===== src/rtl/hazard_unit_mc.sv =====
`default_nettype none
// ============================================================================
// Module   : hazard_unit_mc
// Purpose  : Forwarding, load-use, branch-flush and multi-cycle EX hold
//            control for the 5-stage RISC-V pipeline.
// Revision : 1.0 - initial release
// ============================================================================
module hazard_unit_mc #(
  parameter int REG_ADDR_W = 5,
  parameter int MC_LATENCY = 4,
  parameter int CNT_W      = $clog2(MC_LATENCY) + 1
) (
  input  logic                  clk,
  input  logic                  reset,
  input  logic [REG_ADDR_W-1:0] Rs1D,
  input  logic [REG_ADDR_W-1:0] Rs2D,
  input  logic [REG_ADDR_W-1:0] Rs1E,
  input  logic [REG_ADDR_W-1:0] Rs2E,
  input  logic [REG_ADDR_W-1:0] RdE,
  input  logic [REG_ADDR_W-1:0] RdM,
  input  logic [REG_ADDR_W-1:0] RdW,
  input  logic [1:0]            ResultSrcE,
  input  logic                  RegWriteM,
  input  logic                  RegWriteW,
  input  logic                  PCSrcE,
  input  logic                  MultiCycleE,
  output logic [1:0]            ForwardAE,
  output logic [1:0]            ForwardBE,
  output logic                  StallF,
  output logic                  StallD,
  output logic                  StallE,
  output logic                  FlushD,
  output logic                  FlushE,
  output logic                  FlushM,
  output logic                  McBusy,
  output logic                  McDoneE
);

  typedef enum logic [0:0] {
    ST_IDLE = 1'b0,
    ST_BUSY = 1'b1
  } state_t;

  localparam logic [1:0]       c_FWD_RD1     = 2'b00;
  localparam logic [1:0]       c_FWD_RESULTW = 2'b01;
  localparam logic [1:0]       c_FWD_ALUM    = 2'b10;
  localparam logic [1:0]       c_SRC_LOAD    = 2'b01;
  localparam bit               c_MC_STALLS   = (MC_LATENCY > 1);
  // The IDLE detection cycle is the first EX cycle, hence the -2 preload.
  localparam logic [CNT_W-1:0] c_CNT_LOAD    = (MC_LATENCY > 1) ? CNT_W'(MC_LATENCY - 2) : '0;

  state_t           r_state;
  state_t           w_stateNext;
  logic [CNT_W-1:0] r_cnt;
  logic [CNT_W-1:0] w_cntNext;
  logic             w_mcStall;
  logic             w_mcDone;
  logic             w_busy;
  logic             w_lwStall;
  logic [1:0]       w_fwdA;
  logic [1:0]       w_fwdB;

  function automatic logic [1:0] fwdSel(input logic [REG_ADDR_W-1:0] rs);
    if (RegWriteM && (RdM == rs) && (rs != '0))
      return c_FWD_ALUM;
    else if (RegWriteW && (RdW == rs) && (rs != '0))
      return c_FWD_RESULTW;
    else
      return c_FWD_RD1;
  endfunction

  always_ff @(posedge clk or negedge reset) begin
    if (!reset) begin
      r_state <= ST_IDLE;
      r_cnt   <= '0;
    end else begin
      r_state <= w_stateNext;
      r_cnt   <= w_cntNext;
    end
  end

  always_comb begin
    w_stateNext = r_state;
    w_cntNext   = r_cnt;
    w_mcStall   = 1'b0;
    w_mcDone    = 1'b0;
    case (r_state)
      ST_IDLE: begin
        if (MultiCycleE) begin
          if (c_MC_STALLS) begin
            w_mcStall   = 1'b1;
            w_stateNext = ST_BUSY;
            w_cntNext   = c_CNT_LOAD;
          end else begin
            w_mcDone = 1'b1;
          end
        end
      end
      ST_BUSY: begin
        if (r_cnt != '0) begin
          w_mcStall = 1'b1;
          w_cntNext = r_cnt - CNT_W'(1);
        end else begin
          w_mcDone    = 1'b1;
          w_stateNext = ST_IDLE;
        end
      end
      default: w_stateNext = ST_IDLE;
    endcase
  end

  assign w_busy    = (r_state == ST_BUSY);
  // A load hazard during BUSY belongs to an instruction already frozen in ID.
  assign w_lwStall = (ResultSrcE == c_SRC_LOAD) && ((Rs1D == RdE) || (Rs2D == RdE))
                     && (RdE != '0) && !w_busy;
  assign w_fwdA    = fwdSel(Rs1E);
  assign w_fwdB    = fwdSel(Rs2E);

  always_comb begin
    ForwardAE = 2'b00;
    ForwardBE = 2'b00;
    StallF    = 1'b0;
    StallD    = 1'b0;
    StallE    = 1'b0;
    FlushD    = 1'b0;
    FlushE    = 1'b0;
    FlushM    = 1'b0;
    McBusy    = 1'b0;
    McDoneE   = 1'b0;
    if (reset) begin
      ForwardAE = w_fwdA;
      ForwardBE = w_fwdB;
      StallF    = w_lwStall | w_mcStall;
      StallD    = w_lwStall | w_mcStall;
      StallE    = w_mcStall;
      FlushM    = w_mcStall;
      // A frozen EX op must not be flushed out from under itself.
      FlushE    = (w_lwStall | PCSrcE) & ~w_mcStall;
      FlushD    = PCSrcE & ~w_mcStall;
      McBusy    = w_busy;
      McDoneE   = w_mcDone;
    end
  end

endmodule
`default_nettype wire

===== config.mk =====
export PLATFORM = sky130hd
export DESIGN_NAME = hazard_unit_mc
export DESIGN_NICKNAME = d
export VERILOG_FILES = /design/src/rtl/hazard_unit_mc.sv
export SDC_FILE = /design/constraint.sdc
export NUM_CORES = 1
export LEC_CHECK = 0
export CAP_MARGIN = 20
export CORE_MARGIN = 2
export CORE_UTILIZATION = 30
export DETAILED_ROUTE_END_ITERATION = 8
export PLACE_DENSITY = 0.73
export REMOVE_ABC_BUFFERS = 1
export SLEW_MARGIN = 0
export SYNTH_ARGS = -nofsm -noshare
export SYNTH_HDL_FRONTEND = slang
export SYNTH_SLANG_ARGS = --single-unit

===== constraint.sdc =====
create_clock -name clk -period 1.9 [get_ports clk]
set_clock_uncertainty 0.05 [all_clocks]
set_input_delay 0.38 -clock clk [delete_from_list [all_inputs] [get_ports clk]]
set_output_delay 0.38 -clock clk [all_outputs]
set_load 0.01 [all_outputs]

# After elaboration in Yosys (flattened, before gate mapping)
# Index checks and enable logic that the tools add are counted.
dict set report word_totals {
  ff_bits 4
  inputBits 43
  output_inout_bits 12
  word_cells 56
}
dict set report op_classes {
  n_addsub 1
  eq_ne 9
  muxes 20
  bitwise 6
  reduce_logical 18
}
# cell n
set op_table {}
lappend op_table {{== test 5 bit} 6}
lappend op_table {{nonzero test 5 bit} 3}
lappend op_table {{logical AND 1 bit} 11}
lappend op_table {{2-to-1 mux 1 bit} 11}
lappend op_table {{2-to-1 mux 2 bit} 4}
lappend op_table {{2-to-1 mux 3 bit} 2}
lappend op_table {{case mux 3 bit (2 select lines)} 1}
lappend op_table {{case mux 1 bit (2 select lines)} 2}
lappend op_table {{nonzero test 3 bit} 1}
lappend op_table {{subtractor 3 x 1 -> 3 bit, second input constant} 1}
lappend op_table {{bitwise AND 1 bit} 2}
lappend op_table {{== test 2 x 1 -> 1 bit, second input constant} 1}
lappend op_table {{!= test 2 x 1 -> 1 bit, second input constant} 1}
lappend op_table {{!= test 2 bit, second input constant} 1}
lappend op_table {{NOT 1 bit} 2}
lappend op_table {{bitwise OR 1 bit} 2}
lappend op_table {{AND reduction 2 bit} 1}
lappend op_table {{logical NOT 1 bit} 1}
lappend op_table {{logical OR 1 bit} 1}

# Depth between registers and ports, before layout
dict set report depth {
  depth_word 8
  depth_mapped 8
  depth_no_buf 7
}

# Worst setup path before layout
# No wires, ideal clock.
dict set report synth_timing {
  path_type {input to output}
  start {input port RdE[1]}
  end {output port StallF}
  arrival_time_ns 1.438
  required_time_ns 1.470
  setup_slack_ns 0.032
  cell_stages 5
  path_cell_list {xor2_1 -> nor3_1 -> a22oi_1 -> o31ai_1 -> buf_4}
}
dict set report synth_between {
  elab_chain_cells 7
  elab_cells_between_ends 9
  cone_classes {2 x eq/ne; 1 x mux; 1 x bitwise; 5 x reduce/logical}
}
# element line_no
set synth_lines {}
lappend synth_lines {{start: declaration} 19} ;# input logic [REG_ADDR_W-1:0] RdE,
lappend synth_lines {{== test 5 bit} 114} ;# assign w_lwStall = (ResultSrcE == c_SRC_LOAD) && ((Rs1D == RdE) || (Rs2D == RdE))
lappend synth_lines {{logical OR 1 bit} 114}
lappend synth_lines {{logical AND 1 bit} 114}
lappend synth_lines {{logical AND 1 bit (*) (2 in a row)} 115} ;# && (RdE != '0) && !w_busy;
lappend synth_lines {{bitwise OR 1 bit (*)} -}
lappend synth_lines {{2-to-1 mux 1 bit (*)} -}
lappend synth_lines {{end: declaration} 29} ;# output logic StallF,
# Every way passes the cells marked *; elsewhere a longest branch is shown, timed or not.

# Worst setup path after layout
dict set report layout_timing {
  start {input port Rs1E[3]}
  end {output port ForwardAE[0]}
}
dict set report layout_between {
  elab_chain_cells 6
  elab_cells_between_ends 10
  cone_classes {2 x eq/ne; 3 x mux; 5 x reduce/logical}
}
# element line_no
set layout_lines {}
lappend layout_lines {{start: declaration} 17} ;# input logic [REG_ADDR_W-1:0] Rs1E,
lappend layout_lines {{== test 5 bit} 66} ;# else if (RegWriteW && (RdW == rs) && (rs != '0))
lappend layout_lines {{logical AND 1 bit (2 in a row)} 66}
lappend layout_lines {{2-to-1 mux 1 bit} 66}
lappend layout_lines {{2-to-1 mux 2 bit (*)} 64} ;# if (RegWriteM && (RdM == rs) && (rs != '0))
lappend layout_lines {{2-to-1 mux 2 bit (*)} 130} ;# if (reset) begin
lappend layout_lines {{end: declaration} 27} ;# output logic [1:0] ForwardAE,
# Marks and branches as above.

==> results_dict.tcl <==
set metrics [dict create \
    status "complete, but fails checks" \
    violations "setup timing" \
    firstDrtPassIters 3 \
    post-route-util_pct 74.6 \
    routedWlPerCell_um 14.2 \
    grt.overflow.total 0 \
    antenna_cells 0 \
    synth_cell_types 29 \
    grt_pass1_vias 1107 \
    num-fill-cells 170 \
    async_flop_share_pct 100 \
    antenna_found_initial 0 \
    max_slew_margin_pct 77.9 \
    drtIter0Drc 4 \
    synth_top_cell_by_area "xor2_1" \
    start_util_pct 32.2 \
    synth-main-ff-cell "dfrtp_1" \
    place_congestion 0.732 \
    placed_cells 196 \
    synth.most_common_cell "xor2_1" \
    cts_tree "done" \
    crit_arrival_ns 1.74 \
    ios 55 \
    multi_input_area_um2 696 \
    whs_ns 0.180 \
    fin_area_um2 1670 \
    drive_above_1_share_pct 52.5 \
    syn_area_per_cell_um2 8.26 \
    clk_latency_ns 0.24 \
    portBuffers 54 \
    stdcell_count 207 \
    grt_pass1_wl_um 4550 \
    wirelength_um 2940 \
    design.die.area_um2 2800 \
    yosys-top-cells-area "xor2_1 (18%), xnor2_1 (16%), dfrtp_1 (14%), nor4_2 (5.2%), inv_1 (4.2%)" \
    fin_nets 226 \
    row_count 17 \
    synth_top_area_share_pct 18.3 \
    startpoint_type "primary input" \
    leakage_uw 0.000769 \
    coreArea_um2 2230 \
    worstPathRequired_ns 1.47 \
    path_clk_slew_ns 0.04 \
    drc 0 \
    synth_area_um2 718 \
    hpwl_um 2340 \
    postRouteAntennaNets 0 \
    ys_seq_area_share_pct 13.9 \
    final_max_slew_viol_count 0 \
    vias_per_cell 4.78 \
    synth_edf_count 0 \
    cp-end-kind "output pin" \
    grt_usage_pct 22.3 \
    cts.sinks 4 \
    period_needed_ns 2.17 \
    vdd_drop_max_uv 582 \
    path_class "primary input to output pin" \
    areaGrowthSynthToFinish_pct 132 \
    setup_ws_ns -0.270 \
    reg2reg_depth 7 \
    worstPathMaxFanout 2 \
    cts_buffers 3 \
    fp.dieW_um 52.9 \
    p_per_area_nw_per_um2 675 \
    place_ws_ns -0.914 \
    worstHoldPathType "primary input to async pin" \
    tightest_slew_ns 0.329 \
    die_y_um 52.9 \
    vias 989 \
    fin_crit_sh_pct 114 \
    yosys-top-cells-count "xor2_1 (15), xnor2_1 (13), inv_1 (8)" \
    synth_warnings 0 \
    cts_root_buf "clkbuf_4" \
    setup_viol 6 \
    max_freq_mhz 461 \
    hold_viol 0 \
    cts_buffer_depth 2 \
    ys_ff_latch 4 \
    syn_inst 87 \
    grt_max_degree 7 \
    ff_latch_area_um2 100 \
    drv_cap 0 \
    postPlaceCellArea_um2 1500 \
    h-tree-depth 1 \
    rsz0062_at_grt "true" \
]
per-layer routing:
layer  up-vias  share of wire (%)  routed length, um  track usage (%)
met5         -                  0                  0                0
met4         0                1.8                 53             8.12
met3         5                8.9                262             3.67
met2        56                 53               1540             45.0
met1       441                 37               1080             22.2
li1        487                  -                  -                -
stage by stage:
stage,TNS [ns],total power [uW]
6_report,-0.898,1120
5_1_grt,-1.34,1200
4_1_cts,-1.03,1070
3_5_place_dp,-7.91,847
3_3_place_gp,-7.48,816
2_1_floorplan,0,404
where the power goes:
part / leakage, uW / internal (uW) / switching [uW] / total (uW)
Sequential: 0.0000459 / 128 / 33.0 / 161
Combinational: 0.000709 / 492 / 358 / 849
Clock: 0.0000138 / 71.2 / 42.4 / 114
critical path, cell delays in order:
cell	delay, ns
buf_6	0.10
or4_4	0.54
nor2_4	0.12
nor4_2	0.06
buf_4	0.14
nor4_4	0.24
buf_2	0.17
logic make-up (layout without fill, tap and decap cells):
group | count (synthesis) | count (layout) | share of synthesized area (%)
AO/OA/AOI/OAI | 9 | 9 | 9.23
XOR/XNOR | 28 | 28 | 34.1
adder cells (fa/ha/maj) | 2 | 2 | 3.48
buffers and inverters | 10 | 102 | 6.27
flip-flops | 4 | 4 | 13.9
multiplexers | 2 | 2 | 2.96
AND/OR/NAND/NOR | 32 | 32 | 30.0
layout make-up:
class / count / area share (%)
clock buffer: 3 / 1.35
inverter: 8 / 2.10
multi-input combinational: 73 / 41.8
sequential: 4 / 6.01
tap: 28 / 2.10
timing repair buffer: 91 / 46.7
state kept, by name, indices dropped and copies added (netlist names):
register / flops
r_state: 1
r_cnt: 3
path summary, 6_finish.rpt:
path,startpoint,end,slack [ns]
worst max-delay path,Rs1E[3],ForwardAE[0],-0.27
worst min-delay path,reset,r_state$_DFF_PN0_,0.18
worst max register to register,r_cnt[0]$_DFFE_PN0P_,r_cnt[2]$_DFFE_PN0P_,0.46
worst min register to register,r_cnt[1]$_DFFE_PN0P_,r_cnt[1]$_DFFE_PN0P_,0.63
max in group asynchronous,reset,r_cnt[2]$_DFFE_PN0P_,1.52
min in group clk,r_cnt[1]$_DFFE_PN0P_,r_cnt[1]$_DFFE_PN0P_,0.63
timing repair:
action | 4_1_cts | 5_1_grt
gates cloned | 0 | 0
endpoints found under the setup margin | 12 | 11
hold buffers | 0 | 0
pin swaps | 28 | 16
setup buffers | 8 | 1
resized for setup | 149 | 18
cell usage in the layout (no fill, tap or decap), types with 3 or more instances in the layout:
master,instances
buf_4,33
xor2_1,15
buf_6,12
dlygate4sd2_1,11
buf_2,11
xnor2_1,10
clkdlybuf4s50_1,9
clkdlybuf4s15_1,7
nor2_1,4
clkdlybuf4s15_2,4
dfrtp_1,4
inv_2,3
or4_4,3
nand4_1,3
and2_1,3
nand2_1,3
xnor2_2,3
inv_1,3
clkbuf_4,3
Note: power is estimated with default switching activity, not from simulation.
